===== src/rtl/regfile_port_arbiter.sv =====
// -----------------------------------------------------------------------------
// regfile_port_arbiter
//
// Shares the register bank's single write port and read port A between the
// pipeline write-back stage and a debug requester. Normally the write-back
// write goes straight to the bank and read port A follows the decode stage.
// A debug access stalls the pipeline, waits DRAIN_CYCLES so in-flight
// write-backs retire, performs one register read or write, then holds an
// acknowledge until the requester drops its request (four-phase handshake).
//
// Ports
//   clk, rst          clock (rising edge), asynchronous active-low reset
//   i_wb_we/dir/data  write-back write request
//   i_dec_dir_a       decode-stage read-A address
//   i_rd_data_a       bank read-A data (combinational bank read)
//   i_dbg_req         debug request level; i_dbg_wr/dir/wdata sampled with it
//   o_write_enable,
//   o_w_dir, o_w_data bank write port
//   o_dir_a           bank read-A address
//   o_stall           freezes PC, IF/ID and decode
//   o_dbg_ack         debug acknowledge
//   o_dbg_rdata       registered result of the last debug read
// -----------------------------------------------------------------------------
module regfile_port_arbiter #(
   parameter int SIZE          = 32,
   parameter int NUM_REGISTERS = 32,
   parameter int SIZE_REG_DIR  = $clog2(NUM_REGISTERS),
   parameter int DRAIN_CYCLES  = 3
) (
   input  logic                    clk,
   input  logic                    rst,
   input  logic                    i_wb_we,
   input  logic [SIZE_REG_DIR-1:0] i_wb_dir,
   input  logic [SIZE-1:0]         i_wb_data,
   input  logic [SIZE_REG_DIR-1:0] i_dec_dir_a,
   input  logic [SIZE-1:0]         i_rd_data_a,
   input  logic                    i_dbg_req,
   input  logic                    i_dbg_wr,
   input  logic [SIZE_REG_DIR-1:0] i_dbg_dir,
   input  logic [SIZE-1:0]         i_dbg_wdata,
   output logic                    o_write_enable,
   output logic [SIZE_REG_DIR-1:0] o_w_dir,
   output logic [SIZE-1:0]         o_w_data,
   output logic [SIZE_REG_DIR-1:0] o_dir_a,
   output logic                    o_stall,
   output logic                    o_dbg_ack,
   output logic [SIZE-1:0]         o_dbg_rdata
);

   localparam int               CNT_W    = (DRAIN_CYCLES > 1) ? $clog2(DRAIN_CYCLES) : 1;
   localparam logic [CNT_W-1:0] CNT_LOAD = CNT_W'(DRAIN_CYCLES - 1);

   typedef enum logic [1:0] {
      ST_IDLE,
      ST_DRAIN,
      ST_ACCESS,
      ST_DONE
   } state_t;

   state_t                  r_state,     w_state_nxt;
   logic [CNT_W-1:0]        r_cnt,       w_cnt_nxt;
   logic                    r_cmd_wr,    w_cmd_wr_nxt;
   logic [SIZE_REG_DIR-1:0] r_cmd_dir,   w_cmd_dir_nxt;
   logic [SIZE-1:0]         r_cmd_wdata, w_cmd_wdata_nxt;
   logic                    r_stall,     w_stall_nxt;
   logic                    r_ack,       w_ack_nxt;
   logic [SIZE-1:0]         r_rdata,     w_rdata_nxt;

   // Debug owns the ports only in ACCESS and only while write-back is idle;
   // a late write-back retiring during ACCESS always wins the port.
   logic w_dbg_turn;
   assign w_dbg_turn = (r_state == ST_ACCESS) && !i_wb_we;

   // ---------------------------------------------------------------- state
   always_ff @(posedge clk or negedge rst) begin
      if (!rst) begin
         r_state     <= ST_IDLE;
         r_cnt       <= '0;
         r_cmd_wr    <= 1'b0;
         r_cmd_dir   <= '0;
         r_cmd_wdata <= '0;
         r_stall     <= 1'b0;
         r_ack       <= 1'b0;
         r_rdata     <= '0;
      end else begin
         r_state     <= w_state_nxt;
         r_cnt       <= w_cnt_nxt;
         r_cmd_wr    <= w_cmd_wr_nxt;
         r_cmd_dir   <= w_cmd_dir_nxt;
         r_cmd_wdata <= w_cmd_wdata_nxt;
         r_stall     <= w_stall_nxt;
         r_ack       <= w_ack_nxt;
         r_rdata     <= w_rdata_nxt;
      end
   end

   // ----------------------------------------------------------- next state
   always_comb begin
      w_state_nxt     = r_state;
      w_cnt_nxt       = r_cnt;
      w_cmd_wr_nxt    = r_cmd_wr;
      w_cmd_dir_nxt   = r_cmd_dir;
      w_cmd_wdata_nxt = r_cmd_wdata;
      w_stall_nxt     = r_stall;
      w_ack_nxt       = r_ack;
      w_rdata_nxt     = r_rdata;

      case (r_state)
         ST_IDLE: begin
            // The command is captured only here; later changes on the
            // debug lines are ignored until the handshake completes.
            if (i_dbg_req) begin
               w_cmd_wr_nxt    = i_dbg_wr;
               w_cmd_dir_nxt   = i_dbg_dir;
               w_cmd_wdata_nxt = i_dbg_wdata;
               w_cnt_nxt       = CNT_LOAD;
               w_stall_nxt     = 1'b1;
               w_state_nxt     = ST_DRAIN;
            end
         end

         ST_DRAIN: begin
            // Dropping the request while draining aborts with no access.
            if (!i_dbg_req) begin
               w_cnt_nxt   = '0;
               w_stall_nxt = 1'b0;
               w_state_nxt = ST_IDLE;
            end else if (r_cnt == '0) begin
               w_state_nxt = ST_ACCESS;
            end else begin
               w_cnt_nxt = r_cnt - 1'b1;
            end
         end

         ST_ACCESS: begin
            if (w_dbg_turn) begin
               if (!r_cmd_wr) begin
                  w_rdata_nxt = i_rd_data_a;
               end
               w_ack_nxt   = 1'b1;
               w_state_nxt = ST_DONE;
            end
         end

         ST_DONE: begin
            if (!i_dbg_req) begin
               w_ack_nxt   = 1'b0;
               w_stall_nxt = 1'b0;
               w_state_nxt = ST_IDLE;
            end
         end

         default: begin
            w_state_nxt = ST_IDLE;
         end
      endcase
   end

   // ------------------------------------------------------- port muxing
   // Driven only from registered state plus the write-back / decode lines,
   // so i_dbg_req never reaches an output combinationally.
   always_comb begin
      o_write_enable = i_wb_we;
      o_w_dir        = i_wb_dir;
      o_w_data       = i_wb_data;
      o_dir_a        = i_dec_dir_a;

      if (w_dbg_turn) begin
         if (r_cmd_wr) begin
            // Register 0 is hard-wired; the write is dropped but still acked.
            o_write_enable = (r_cmd_dir != '0);
            o_w_dir        = r_cmd_dir;
            o_w_data       = r_cmd_wdata;
         end else begin
            o_dir_a = r_cmd_dir;
         end
      end
   end

   assign o_stall     = r_stall;
   assign o_dbg_ack   = r_ack;
   assign o_dbg_rdata = r_rdata;

endmodule


===== config.mk =====
export PLATFORM = sky130hd
export DESIGN_NAME = regfile_port_arbiter
export DESIGN_NICKNAME = d
export VERILOG_FILES = /design/src/rtl/regfile_port_arbiter.sv
export SDC_FILE = /design/constraint.sdc
export NUM_CORES = 1
export LEC_CHECK = 0
export ABC_CLOCK_PERIOD_IN_PS = 1900
export BUFFER_PORTS_ARGS = -buffer_cell sky130_fd_sc_hd__buf_4
export CAP_MARGIN = 20
export CORE_ASPECT_RATIO = 1.2
export CORE_MARGIN = 8
export CORE_UTILIZATION = 46
export CTS_BUF_LIST = sky130_fd_sc_hd__clkbuf_8
export CTS_CLUSTER_SIZE = 24
export DETAILED_ROUTE_END_ITERATION = 16
export GPL_TIMING_DRIVEN = 0
export HOLD_SLACK_MARGIN = 0.03
export PLACE_DENSITY = 0.86
export SETUP_SLACK_MARGIN = 0.3
export SLEW_MARGIN = 30
export SYNTH_ARGS = -nofsm -noshare
export SYNTH_HDL_FRONTEND = slang
export SYNTH_SLANG_ARGS = --single-unit

===== constraint.sdc =====
create_clock -name clk -period 1.9 [get_ports clk]
set_input_delay 0 -clock clk [delete_from_list [all_inputs] [get_ports clk]]
set_output_delay 0 -clock clk [all_outputs]
set_load 0.02 [all_outputs]

==> metrics.md, run 1 <==
| Metric | Value |
|---|---|
| Status | `did not finish` |
| Failing step | `global routing (5_1_grt)` |
| Error | `[ERROR GRT-0232] Routing congestion too high. Check the congestion heatmap in the GUI.` |
| Post-synth EDFFs | `0` |
| Simple-Gate Fraction of Synth Area | `2.44%` |
| Pin count of the biggest net entering global routing | `77` |
| PortBufs | `192` |
| H-Tree Depth | `3` |
| Compound-Gate Fraction of Synth Area | `roughly 2.2%` |
| Share of flip-flops with an asynchronous set or reset | `100%` |
| Total grt overflow | `159` |
| Worst_ep grt | `o_w_data[20]` |
| Synth top area share | `55.4%` |
| Syn Area/Cell | `14.7 um^2` |
| DP HPWL | `7.81 mm` |
| Largest family of logic cells by synthesized area | `multiplexers` |
| Synth area leaders | `dfrtp_1, mux2_2, buf_2, mux2_1, o21ai_0` |
| # IOs | `between 150 and 200` |
| Clock buffer count from CTS | `9` |
| Post-DP Area | `5010 um^2` |
| Worst EP Category | `top-level output` |
| Synth Area in XOR/XNOR | `0%` |
| Sequential-to-total area share from yosys stat | `~55%` |
| Initial Utilization | `47.5%` |
| Row cnt | `34` |
| Netlist cell types | `20` |
| Flops & latches, synth | `76` |
| Placer Congestion | `0.786` |
| Synthesized area | `3440 um^2` |
| Die Width | `94.9 um` |
| Root Driver | `clkbuf_8` |
| YS warnings | `0` |
| Inst Count DP | `about 520` |
| Die height | `111 um` |
| Sink Count | `76` |
| Proportion of synthesized area in mux cells | `36.7%` |
| Area leader, netlist | `dfrtp_1` |
| Area share of fa/ha/maj cells after synthesis | `0.364%` |
| Gr usage total | `69.7%` |
| Top FF cell, synth | `dfrtp_1` |
| Syn_nets | `351` |
| Initial antenna violation count | `5` |
| Mapped Cells | `234` |
| Clock Path Buffers | `2` |
metal layers:
layer | global-route usage, % | overflow
met5 | 4.69 | 0
met4 | 83.5 | 67
met3 | 53.4 | 0
met2 | 86.6 | 92
met1 | 64.3 | 0
kinds of logic after synthesis:
group,after synthesis
AOI/OAI and AO/OA,14
adders and majority gates,1
buffers and inverters,18
DFF,76
muxes,112
and+or+nand+nor,13
synthesized netlist by cell type, drive strengths merged (2+ instances only):
| cell | number |
|---|---|
| mux2 | 112 |
| dfrtp | 76 |
| buf | 12 |
| o21ai | 7 |
| inv | 6 |
| a21oi | 5 |
| nand2 | 5 |
| nor2 | 2 |
timing repair:
| item | 4_1_cts |
|---|---|
| endpoints found under the setup margin | 105 |
| hold buffers | 73 |
| cloned | 7 |
| setup buffers | 18 |
| resized for setup | 119 |
| pin swaps | 2 |
| hold endpoints to repair | 152 |
metrics by stage:
stage	setup WS (ns)	TNS, ns
2_1_floorplan	0.211	0
3_3_place_gp	-0.0329	-0.155
3_5_place_dp	-0.0867	-2.36
4_1_cts	-0.106	-3.05
==> run 2, diff against run 1 <==
CORE_ASPECT_RATIO = default   (was 1.2)
CORE_UTILIZATION = 40   (was 46)
CTS_BUF_LIST = default   (was sky130_fd_sc_hd__clkbuf_8)
CTS_CLUSTER_SIZE = default   (was 24)
HOLD_SLACK_MARGIN = default   (was 0.03)
PLACE_DENSITY = default   (was 0.86)
PLACE_DENSITY_LB_ADDON = 0.15   (was default)
SETUP_SLACK_MARGIN = default   (was 0.3)
==> run 2 against run 1 <==
Compared with the run above:
- the flow now finishes, with violations (setup timing)
- synthesized cell count did not move
- synthesized area did not move
==> metrics.md, run 2 <==
| Metric | Value |
|---|---|
| R2R setup slack | `0.10 ns` |
| Placer Congestion | `0.793` |
| Relative slew margins | `around 54%` |
| Remaining DRCs | `0` |
| Gate power share | `46.5%` |
| Pre-antenna DRT Iters | `4` |
| YS warnings | `0` |
| Initial antenna violation count | `0` |
| Area added between synthesis and finish | `86.6%` |
| PortBufs | `192` |
| Row cnt | `34` |
| Die height | `109 um` |
| Min Tclk post-route | `approximately 1.9 ns` |
| Leakage | `a little over 3 nW` |
| Tcrit/Tclk final | `101%` |
| Max-slew violations | `0` |
| R2R cell count | `5` |
| Clk pin slew, worst setup/hold paths | `0.08 ns` |
| Area share of fa/ha/maj cells after synthesis | `0.364%` |
| Vias in the first global route | `about 3400` |
| Worst-Skew Late Latency | `around 0.34 ns` |
| First-pass GRT wire length | `17.2 mm` |
| Compound-Gate Fraction of Synth Area | `2.18%` |
| Most frequent cells after synthesis | `mux2_2, dfrtp_1, buf_2` |
| Final core occ | `75.3%` |
| Slew @ Worst Pin | `~0.7 ns` |
| Maximum vdd ir drop | `0.000828 V` |
| Status | `finished, violations left` |
| Switching Fraction | `between 30% and 40%` |
| DP HPWL | `~7.6 mm` |
| Drt via density | `4.76` |
| Mapped Cells | `234` |
| Maximum clock rate | `520 MHz` |
| Critical Path End Type | `output pin` |
| Final Worst Setup Slack | `-0.0230 ns` |
| Final Net Count | `636` |
| Netlist cell types | `20` |
| Unrepaired setup endpoints after global routing | `true` |
| Most frequent cell after synthesis | `mux2_2` |
| Simple-Gate Fraction of Synth Area | `2.44%` |
| CP startpoint kind | `register` |
| Total grt overflow | `0` |
| Failing checks | `setup timing` |
| Flops & latches, synth | `76` |
| Syn Area/Cell | `~15 um^2` |
| Required time of the critical path | `1.90 ns` |
| Final Power | `8.37 mW` |
| Proportion of synthesized area in mux cells | `36.7%` |
| Share of flip-flops with an asynchronous set or reset | `100%` |
| PwrDens | `approximately 1300 nW/um^2` |
| DRT antenna net count | `0` |
| H-Tree Depth | `3` |
| DR iter-0 viols | `just under 90` |
| Sw power | `2.79 mW` |
| Via count | `between 3000 and 4000` |
| # IOs | `193` |
| Synth area leaders | `dfrtp_1, mux2_2, buf_2, mux2_1, o21ai_0` |
| WL per Instance | `roughly 18 um` |
| Full die area | `11800 um^2` |
| Synth Area in XOR/XNOR | `0%` |
| Clock buffer count from CTS | `9` |
| Synthesized area | `about 3400 um^2` |
| Top FF cell, synth | `dfrtp_1` |
| Maxcap violations | `0` |
| Pin count of the biggest net entering global routing | `77` |
| Hold violation total from the final report | `0` |
| Layout cells sized above 1 | `65.3%` |
| Setup Viol. Count Final | `13` |
| Gr usage total | `18.7%` |
| Max Clock Skew | `0.00734 ns` |
| Die Width | `109 um` |
| Area leader, netlist | `dfrtp_1` |
| Core box area | `roughly 8500 um^2` |
| Sequential-to-total area share from yosys stat | `55.4%` |
| Hold path cells | `4` |
| Clock power frac | `between 10% and 20%` |
| Critical-path maximum fanout | `10` |
| Internal power | `around 5.6 mW` |
| WP data arrival | `1.92 ns` |
| Commonest non-fill, non-tap cells in the layout | `buf_4, mux2_2, dfrtp_1` |
| Post-synth EDFFs | `0` |
| Initial Utilization | `about two fifths` |
| Clock Path Buffers | `2` |
| Crit path kind | `reg -> out` |
| HP Class | `in -> reg` |
| Flop pwr share | `35.4%` |
| Root Driver | `clkbuf_8` |
| Syn_nets | `351` |
| Sink Count | `76` |
| Synth top area share | `a little under three fifths` |
| Most common cell after layout, fill and taps aside | `buf_4` |
| Drt total wl | `11.7 mm` |
| CTS tree | `done` |
| Largest family of logic cells by synthesized area | `multiplexers` |
run 2: cell counts after synthesis:
Identical to the previous run, type by type.
run 2: cells by family (layout without fill, tap and decap cells):
| group | count (synthesis) | after routing |
|---|---|---|
| mux | 112 | 112 |
| buf+inv | 18 | 308 |
| compound gates | 14 | 14 |
| other cells | 0 | 1 |
| fa+ha+maj | 1 | 1 |
| simple gates | 13 | 13 |
| flops | 76 | 76 |
run 2: per-stage QoR:
stage | hold WS, ns | instances | setup TNS [ns] | area [um^2] | worst slack (ns)
floorplan | -0.296 | 234 | 0 | 3440 | 0.175
global placement | 0.217 | 534 | -6.32 | 5010 | -0.158
detailed placement | 0.209 | 534 | -7.75 | 5010 | -0.176
CTS | 0.0714 | 632 | -0.873 | 6320 | -0.0596
global route | 0.145 | 632 | -2.49 | 6410 | -0.0989
finish | 0.0956 | 633 | -0.0791 | 6410 | -0.0230
run 2: repair_timing:
| item | 4_1_cts | 5_1_grt |
|---|---|---|
| hold buffers | 73 | 0 |
| pin swaps | 2 | 2 |
| resized for setup | 64 | 23 |
| buffers inserted | 9 | 1 |
| endpoints found under the hold margin | 152 | 0 |
| endpoints found under the setup margin | 88 | 59 |
| gates cloned | 1 | 1 |
run 2: final timing paths:
path                                                    end                         from
worst max register to register  r_cmd_wdata[20]$_DFFE_PN0P_                     register
worst min register to register  o_dbg_rdata[16]$_DFFE_PN0P_  o_dbg_rdata[16]$_DFFE_PN0P_
min in group asynchronous       o_dbg_rdata[28]$_DFFE_PN0P_                          rst
worst max-delay path                            o_w_data[2]       r_state[0]$_DFFE_PN0P_
worst min-delay path                  o_dbg_ack$_DFFE_PN0P_                      i_wb_we
max in group asynchronous            r_state[0]$_DFFE_PN0P_                          rst
run 2: per-layer routing:
| metal | track usage, % | up-vias | share of wire, % |
|---|---|---|---|
| li1 | - | 1409 | - |
| met1 | 19.9 | 1464 | 37 |
| met2 | 32.7 | 131 | 52 |
| met3 | 7.51 | 12 | 9.8 |
| met4 | 6.55 | 0 | 1.2 |
| met5 | 0 | - | 0 |
run 2: cell type report:
| cell class | count | area [um^2] |
|---|---|---|
| Sequential cell | 76 | 1900 |
| Buffer | 10 | 100 |
| Multi-Input combinational cell | 140 | 1570 |
| Antenna cell | 1 | 2.50 |
| Tap cell | 108 | 135 |
| Timing Repair Buffer | 276 | 2430 |
| Inverter | 6 | 22.5 |
| Clock buffer | 12 | 155 |
| Clock inverter | 4 | 95.1 |
| Fill cell | 549 | 2100 |
run 2: power by group through the flow:
| stage | sequential [mW] | combinational [mW] | clock, mW |
|---|---|---|---|
| 3_3_place_gp | 2.91 | 3.33 | 0 |
| 3_5_place_dp | 2.96 | 3.39 | 0 |
| 2_1_floorplan | 3.27 | 1.65 | 0 |
| 4_1_cts | 2.94 | 3.83 | 1.55 |
| 5_1_grt | 3.08 | 4.15 | 1.61 |
| 6_report | 2.96 | 3.89 | 1.51 |
run 2: critical path, stage by stage (launching register included):
cell and delay [ns]:
dfrtp_2 0.43, nor4bb_4 0.33, clkbuf_4 0.29, mux2_2 0.37
buf_4 0.17
No activity file was read; power rests on OpenSTA's default activity.
==> run 3, diff against run 2 <==
ABC_CLOCK_PERIOD_IN_PS = 2350   (was 1900)
clock period = 2.35 ns   (was 1.9 ns; I/O delays follow)
==> run 3 against run 2 <==
Compared with the run above:
- the flow now finishes without violations
- setup slack gained 0.15 ns
- sequential share of layout area grew 1.7 points
- critical endpoint is now o_w_data[14]
- core utilization shrank 4.3 points
- highest routed layer unchanged
- hold slack gained 0.14 ns
- critical path depth grew 2
==> metrics.md, run 3 (same netlist as run 2, synthesis figures left out) <==
| Metric | Value |
|---|---|
| Status | `complete, no violations` |
| Setup Viol. Count Final | `0` |
| Initial antenna violation count | `0` |
| Gate power share | `about 44%` |
| Setup crit start | `r_state[0]$_DFFE_PN0P_` |
| Clock Path Buffers | `2` |
| Placer Congestion | `0.793` |
| Maximum vdd ir drop | `around 0.00063 V` |
| Core box area | `approximately 8500 um^2` |
| Layout Cells excl Fill | `~630` |
| Switching Fraction | `between 30% and 40%` |
| Inst Count DP | `between 500 and 600` |
| Die Width | `approximately 110 um` |
| Sw power | `around 2.2 mW` |
| Most common cell after layout, fill and taps aside | `buf_4` |
| HP Class | `in -> async` |
| Tcrit/Tclk final | `94.7%` |
| Critical Path End Type | `output pin` |
| PwrDens | `approximately 1100 nW/um^2` |
| Max Clock Skew | `0.00862 ns` |
| Hold violation total from the final report | `0` |
| Slew @ Worst Pin | `0.688 ns` |
| Via count | `2968` |
| Drt via density | `4.72` |
| DP HPWL | `between 7 and 8 mm` |
| H-Tree Depth | `3` |
| Critical path's slowest cell | `mux2_2` |
| Worst-Skew Late Latency | `between 0.3 and 0.4 ns` |
| Critical-path maximum fanout | `10` |
| CP delay by family, top | `buffers and inverters` |
| CP startpoint kind | `register` |
| Multi-input gate area | `1430 um^2` |
| Root Driver | `clkbuf_8` |
| Pin count of the biggest net entering global routing | `77` |
| CP peak stage delay | `0.37 ns` |
| Buffer and inverter count on the worst path | `4` |
| Full die area | `~12000 um^2` |
| Remaining DRCs | `0` |
| WP data arrival | `2.22 ns` |
| Flop pwr share | `36.8%` |
| Required time of the critical path | `2.35 ns` |
| Total grt overflow | `0` |
| # IOs | `193` |
| Ant diodes | `0` |
| Vias in the first global route | `3242` |
| Setup TNS | `0 ns` |
| Clk pin slew, worst setup/hold paths | `0.08 ns` |
| Crit path kind | `reg -> out` |
| First-pass GRT wire length | `16.4 mm` |
| Leakage | `about 2.9 nW` |
| PortBufs | `192` |
| Commonest non-fill, non-tap cells in the layout | `buf_4, mux2_2, dfrtp_1` |
| WL per Instance | `approximately 17 um` |
| Clock buffer count from CTS | `9` |
| CTS tree | `done` |
| Gr usage total | `between 15 and 20%` |
| Area added between synthesis and finish | `76.0%` |
| DR iter-0 viols | `slightly above 70` |
| Sequential Area | `1900 um^2` |
| Min Tclk post-route | `roughly 2.2 ns` |
| Pre-antenna DRT Iters | `4` |
| Maximum clock rate | `449 MHz` |
| Final Net Count | `633` |
| Relative slew margins | `54.1%` |
| Final core occ | `a little under three quarters` |
| Layout cells sized above 1 | `between 60% and 70%` |
| Die height | `about 110 um` |
| Max-slew violations | `0` |
| Crit-path cells | `buf_2, nor4bb_1, buf_4, buf_2, mux2_2, buf_4` |
| Drt total wl | `~11 mm` |
| Internal power | `4.29 mW` |
| Row cnt | `34` |
| Sink Count | `76` |
| DRT antenna net count | `0` |
| Maxcap violations | `0` |
| Initial Utilization | `about 40%` |
| Clock power frac | `19.0%` |
| Hold WS | `~0.23 ns` |
| Fill count | `about 600` |
run 3: cell types whose count changed in the layout (fill, tap and decap cells not counted), sizes merged:
cell / change
diode: -1
clkbuf: -3
run 3: metrics by stage:
stage                     instance area [um^2]  worst slack (ns)  power, mW
final                                     6050             0.125       6.44
after global routing                      6050           -0.0113       6.82
after CTS                                 6000            0.0106       6.48
after detailed placement                  5010             0.274       5.14
after global placement                    5010             0.292       5.04
after floorplan                           3440             0.625       3.98
run 3: repair_timing:
item / CTS / global route
endpoints found under the hold margin: 152 / 0
endpoints found under the setup margin: 25 / 20
pin swaps: 1 / 0
buffers inserted: 1 / 5
hold buffers: 73 / 0
resized for setup: 1 / 1
run 3: power groups by stage:
stage | sequential [mW] | clock, mW | combinational, mW
final | 2.37 | 1.22 | 2.85
after global routing | 2.46 | 1.30 | 3.06
after CTS | 2.37 | 1.25 | 2.86
after detailed placement | 2.39 | 0 | 2.74
after global placement | 2.35 | 0 | 2.69
after floorplan | 2.64 | 0 | 1.33
run 3: path summary, 6_finish.rpt:
kind                                                    end  slack, ns  cells past startpoint
worst min-delay path            o_dbg_rdata[12]$_DFFE_PN0P_       0.23                      2
worst min register to register  o_dbg_rdata[16]$_DFFE_PN0P_       0.49                      1
min in group clk                                 o_dir_a[3]       0.33                      3
worst max register to register  r_cmd_wdata[28]$_DFFE_PN0P_       0.43                      5
worst max-delay path                           o_w_data[14]       0.13                      6
max in group asynchronous       o_dbg_rdata[20]$_DFFE_PN0P_       1.62                      2
run 3: layout make-up:
cell class,count,area share [%]
plain buffers,12,1.39
clock buffers,12,2.57
clock inverters,4,1.57
inverters,6,0.372
multi-input cells,140,23.7
flip-flops and latches,76,31.5
well taps,108,2.23
repair buffers,271,36.7
run 3: worst reg2reg max path: stages (launching register included):
cell and delay, ns:
dfrtp_1 0.46, and2b_1 0.26, and2_1 0.14, buf_2 0.26, buf_2 0.31, mux2_2 0.38
run 3: routing by layer:
metal | routed length [um] | global-route usage [%] | vias to the layer above | part of all wire (%)
li1 | - | - | 1400 | -
met1 | 4100 | 19.3 | 1430 | 38
met2 | 5350 | 30.3 | 125 | 50
met3 | 1140 | 7.39 | 13 | 11
met4 | 153 | 6.26 | 0 | 1.4
met5 | 0 | 0 | - | 0
